`config.mk`:
```
export PLATFORM = sky130hd
export DESIGN_NAME = pipe_stage_reg
export DESIGN_NICKNAME = d
export VERILOG_FILES = /design/src/rtl/pipe_pkg.sv /design/src/rtl/pipe_stage_reg.sv
export SDC_FILE = /design/constraint.sdc
export NUM_CORES = 1
export LEC_CHECK = 0
export CORE_MARGIN = 2
export CORE_UTILIZATION = 40
export DETAILED_ROUTE_END_ITERATION = 8
export PLACE_DENSITY = 0.81
export SETUP_SLACK_MARGIN = 0.2
export SYNTH_ARGS = -nofsm -noshare
export SYNTH_HDL_FRONTEND = slang
export SYNTH_SLANG_ARGS = --single-unit
```
`constraint.sdc`:
```
create_clock -name clk -period 1.13 [get_ports clk]
set_input_delay 0.113 -clock clk [delete_from_list [all_inputs] [get_ports clk]]
set_output_delay 0.113 -clock clk [all_outputs]
set_load 0.005 [all_outputs]
```
`src/rtl/pipe_pkg.sv`:
```
// Shared types and constants for the valid/ready pipeline stage register.
//   pipe_state_t     : stage occupancy state (EMPTY / ONE / TWO)
//   if_id_payload_t  : default IF/ID payload layout {pc_plus_4, ir}
//   NOP_INSN         : instruction word used for bubbles (addi x0, x0, 0)
//   IF_ID_BUBBLE     : full IF/ID payload used as FLUSH_VALUE by the IF/ID instance
package pipe_pkg;

    typedef enum logic [1:0] {
        ST_EMPTY = 2'd0,
        ST_ONE   = 2'd1,
        ST_TWO   = 2'd2
    } pipe_state_t;

    typedef struct packed {
        logic [31:0] pc_plus_4;
        logic [31:0] ir;
    } if_id_payload_t;

    localparam logic [31:0] NOP_INSN = 32'h0000_0013;

    localparam if_id_payload_t IF_ID_BUBBLE = '{pc_plus_4: 32'h0000_0000, ir: NOP_INSN};

    // Number of live entries represented by a state.
    function automatic logic [1:0] state_occupancy(input pipe_state_t st);
        case (st)
            ST_ONE:  return 2'd1;
            ST_TWO:  return 2'd2;
            default: return 2'd0;
        endcase
    endfunction

endpackage

```
`src/rtl/pipe_stage_reg.sv`:
```
// pipe_stage_reg : parametrised valid/ready pipeline stage register with
// back-pressure, per-stage valid bit and flush-to-bubble.
//
// Configuration macro: PIPE_STAGE_SKID_EN
//   defined   : two entries (main + skid), registered in_ready, occupancy 0..2
//   undefined : single entry, in_ready = !out_valid | out_ready, occupancy 0..1
//
// Ports
//   clk        in   rising-edge clock
//   reset      in   synchronous active-high reset (wins over flush)
//   flush      in   synchronous squash of every held entry
//   in_valid   in   upstream presents in_data
//   in_ready   out  stage accepts in_data this cycle
//   in_data    in   upstream payload [DATA_W-1:0]
//   out_valid  out  out_data holds a live entry
//   out_ready  in   downstream consumes out_data this cycle (0 = stall)
//   out_data   out  payload to next stage [DATA_W-1:0]
//   occupancy  out  entries held (0, 1 or 2)
//
// State     | meaning
// ----------+------------------------------------------------
// ST_EMPTY  | nothing held, out_valid low
// ST_ONE    | main register holds the head entry
// ST_TWO    | main holds the head, skid holds the next entry
//           | (only reachable with PIPE_STAGE_SKID_EN)
module pipe_stage_reg
    import pipe_pkg::*;
#(
    parameter int                DATA_W      = 64,
    parameter logic [DATA_W-1:0] FLUSH_VALUE = '0
) (
    input  logic              clk,
    input  logic              reset,
    input  logic              flush,
    input  logic              in_valid,
    output logic              in_ready,
    input  logic [DATA_W-1:0] in_data,
    output logic              out_valid,
    input  logic              out_ready,
    output logic [DATA_W-1:0] out_data,
    output logic [1:0]        occupancy
);

    pipe_state_t       state_q;
    pipe_state_t       state_d;
    logic [DATA_W-1:0] main_q;
    logic              acc;
    logic              pop;
    logic              main_load;

`ifdef PIPE_STAGE_SKID_EN
    logic [DATA_W-1:0] skid_q;
    logic              skid_load;
    logic              main_from_skid;
    logic              in_ready_q;
`endif

    assign out_valid = (state_q != ST_EMPTY);
    assign out_data  = main_q;

`ifdef PIPE_STAGE_SKID_EN
    assign in_ready = in_ready_q;
`else
    // Single entry: a slot frees up in the same cycle the downstream pops.
    assign in_ready = !out_valid || out_ready;
`endif

    assign acc = in_valid && in_ready;
    assign pop = out_valid && out_ready;

    // State register
    always_ff @(posedge clk) begin
        if (reset || flush) begin
            state_q <= ST_EMPTY;
        end else begin
            state_q <= state_d;
        end
    end

    // Next-state logic
    always_comb begin
        state_d = state_q;
        case (state_q)
            ST_EMPTY: begin
                if (acc) state_d = ST_ONE;
            end
            ST_ONE: begin
`ifdef PIPE_STAGE_SKID_EN
                if (acc && !pop)      state_d = ST_TWO;
                else if (!acc && pop) state_d = ST_EMPTY;
`else
                if (!acc && pop) state_d = ST_EMPTY;
`endif
            end
`ifdef PIPE_STAGE_SKID_EN
            ST_TWO: begin
                if (pop) state_d = ST_ONE;
            end
`endif
            default: state_d = ST_EMPTY;
        endcase
    end

    // Output / datapath-control logic
    always_comb begin
        occupancy = state_occupancy(state_q);
        main_load = 1'b0;
`ifdef PIPE_STAGE_SKID_EN
        skid_load      = 1'b0;
        main_from_skid = 1'b0;
`endif
        case (state_q)
            ST_EMPTY: main_load = acc;
            ST_ONE: begin
                main_load = acc && pop;
`ifdef PIPE_STAGE_SKID_EN
                skid_load = acc && !pop;
`endif
            end
`ifdef PIPE_STAGE_SKID_EN
            ST_TWO: begin
                main_load      = pop;
                main_from_skid = 1'b1;
            end
`endif
            default: main_load = 1'b0;
        endcase
    end

    // Payload registers; they only move on an accept or a skid-to-main refill,
    // so out_data is stable for the whole of a stall.
    always_ff @(posedge clk) begin
        if (reset || flush) begin
            main_q <= FLUSH_VALUE;
        end else if (main_load) begin
`ifdef PIPE_STAGE_SKID_EN
            main_q <= main_from_skid ? skid_q : in_data;
`else
            main_q <= in_data;
`endif
        end
    end

`ifdef PIPE_STAGE_SKID_EN
    always_ff @(posedge clk) begin
        if (reset || flush) begin
            skid_q <= FLUSH_VALUE;
        end else if (skid_load) begin
            skid_q <= in_data;
        end
    end

    // in_ready is precomputed from the next state so it never depends
    // combinationally on out_ready.
    always_ff @(posedge clk) begin
        if (reset || flush) begin
            in_ready_q <= 1'b1;
        end else begin
            in_ready_q <= (state_d != ST_TWO);
        end
    end
`endif

endmodule
```
==> results.json <==
{
  "p_leak_nw": 1.88,
  "timing.critical_path.to_type": "flop",
  "syn_avg_cell_area_um2": 9.21,
  "cp_slowest_cell": "dfxtp_4",
  "dieArea_mm2": 0.00759,
  "gp_congestion": 0.741,
  "fmax_mhz": 927,
  "antenna_cells": 0,
  "min_from": "in_valid",
  "area_growth_pct": 61.3,
  "grtUsageTotal_pct": 22.3,
  "postRouteAntennaNets": 0,
  "path_clk_slew_ps": 60,
  "total_power_w": 0.00496,
  "cp.required_ps": 1340,
  "first_pass_iters": 4,
  "cts_buffers": 9,
  "routed_wl_mm": 8.51,
  "syn_inst": 300,
  "coreArea_mm2": 0.00676,
  "synth_fp_nets": 369,
  "yosys_warnings": 0,
  "fin_util_pct": 66.0,
  "cts_sinks": 65,
  "hpwlAfterDp_mm": 5.21,
  "die_w_um": 87.1,
  "die_h_um": 87.1,
  "layout.cells.non_filler": 532,
  "synth.ff_latch_count": 65,
  "fin_skew_ps": 8.57,
  "clockBufferDepth": 2,
  "fin_crit_sh_pct": 95.4,
  "setup_viol": 0,
  "cts_hold_buf": 0,
  "critPathLaunch": "state_q[0]$_SDFFE_PP0P_",
  "io_pins": 137,
  "ir_worst_vdd_mv": 0.642,
  "drc_errors": 0,
  "seq_area_frac_synth_pct": 47.1,
  "path_max_fanout": 11,
  "grt-ovfl-total": 0,
  "cap_violations": 0,
  "grt_start_max_net_pins": 46,
  "setup_tns_ps": 0,
  "place_inst": 492,
  "io_buffers": 135,
  "path_class": "flop to flop",
  "htreeDepth": 3,
  "vias_per_cell": 5.27,
  "p_per_area_mw_per_mm2": 1110,
  "initial_utilization_pct": 40.9,
  "finalMaxSlewViolations": 0,
  "crit_chain": "nand2b_4 > and2_4 > buf_4 > buf_16 > o21ai_2",
  "min_period_ps": 1080,
  "nFillCells": 562,
  "cts_tree": "done",
  "wl_per_cell_um": 16.0,
  "max_stage_delay_ps": 360,
  "layout_common_cells": "68 x buf_2, 65 x clkdlybuf4s50_1, 64 x nand2_1, 64 x nand4_1, 64 x dfxtp_2",
  "drive_above_1_share_pct": 55.5,
  "grt_pass1_wl_mm": 13.4,
  "hold_viol_final": 0,
  "min_path_type": "input port to flop",
  "drt_iter0_markers": 111,
  "setup_slack_ps": 51.6,
  "antenna_found_initial": 0,
  "synth_area_mm2": 0.00276,
  "dp_slack_ps": -227,
  "cp.arrival_ps": 1290,
  "rsz0062_at_grt": "true",
  "synth_top_cell_area_share_pct": 47.1,
  "rows": 30,
  "crit_path_start_kind": "flop",
  "fin_nets": 517,
  "layout_commonest_cell": "buf_2",
  "root_buffer": "clkbuf_8",
  "rr_startpoint": "state_q[0]$_SDFFE_PP0P_",
  "grt_pass1_vias": 2758,
  "clock_latency_ps": 320,
  "synth_area_leader_cell": "dfxtp_1",
  "synth_area_leaders": "dfxtp_1 47%, o21ai_2 19%, nand4_1 14%",
  "status": "finished, final reports clean",
  "synth.distinct_cells": 15,
  "vias": 2805
}
## worst max-delay path: cells and delay by family (launching register included)
family	cells	cell delay [ps]
and+or+nand+nor	2	270
AOI/OAI and AO/OA	1	60
DFF	1	360
buffers and inverters	2	280
## metal layers
layer | wire (um) | global-route usage [%]
met5 | 0 | 0
met2 | 4300 | 37.7
met3 | 556 | 4.64
met4 | 187 | 7.83
met1 | 3470 | 28.1
## synth_stat cells
master,n
dfxtp_1,65
nand2_1,64
nand4_1,64
o21ai_2,60
buf_2,22
buf_6,8
clkbuf_1,4
o21ai_1,4
buf_4,3
a21boi_1,1
and2_1,1
conb_1,1
inv_1,1
nand2b_4,1
nor2_1,1
## flip-flops by register name (all words and copies together) (netlist names)
register  count
state_q       1
out_data     64
## cell type report
type,count,area [um^2],area share [%]
Clock buffer,12,145,3.26
Clock inverter,3,17.5,0.393
Inverter,1,3.75,0.0842
Multi-Input combinational cell,197,1240,27.9
Sequential cell,65,1390,31.1
Tap cell,80,100,2.25
Timing Repair Buffer,174,1560,35.1
## worst paths after layout
| path | depth (start not counted) | endpoint | slack (ps) |
|---|---|---|---|
| setup reg to reg | 5 | out_data[40]$_SDFFE_PP0P_ | 50 |
| hold reg to reg | 2 | out_data[58]$_SDFFE_PP0P_ | 460 |
| setup / recovery | 5 | out_data[40]$_SDFFE_PP0P_ | 50 |
| hold / removal | 4 | state_q[0]$_SDFFE_PP0P_ | 320 |
## report_power, final
| group | switching [W] | internal (W) |
|---|---|---|
| Sequential | 0.0000385 | 0.00238 |
| Clock | 0.000809 | 0.000838 |
| Combinational | 0.000379 | 0.000509 |
## repair_timing
item,4_1_cts,5_1_grt
gates resized for setup,345,7
pin swaps,5,0
setup buffers,17,1
cloned,7,0
setup endpoints to repair,132,70
hold endpoints to repair,0,0
## cell families after synthesis
logic type / count (synthesis) / share of synthesized area (%)
AOI/OAI and AO/OA: 65 / 20.0
DFF: 65 / 47.1
and+or+nand+nor: 131 / 24.0
other: 1 / 0.136
buffers and inverters: 38 / 8.74
## stage by stage
step / cell area, um^2 / hold WS, ps
floorplan: 2810 / 256
global placement: 4160 / 437
CTS: 4440 / 285
finish: 4460 / 322
detailed placement: 4160 / 442
global route: 4460 / 345
(Power assumes the default switching activity.)
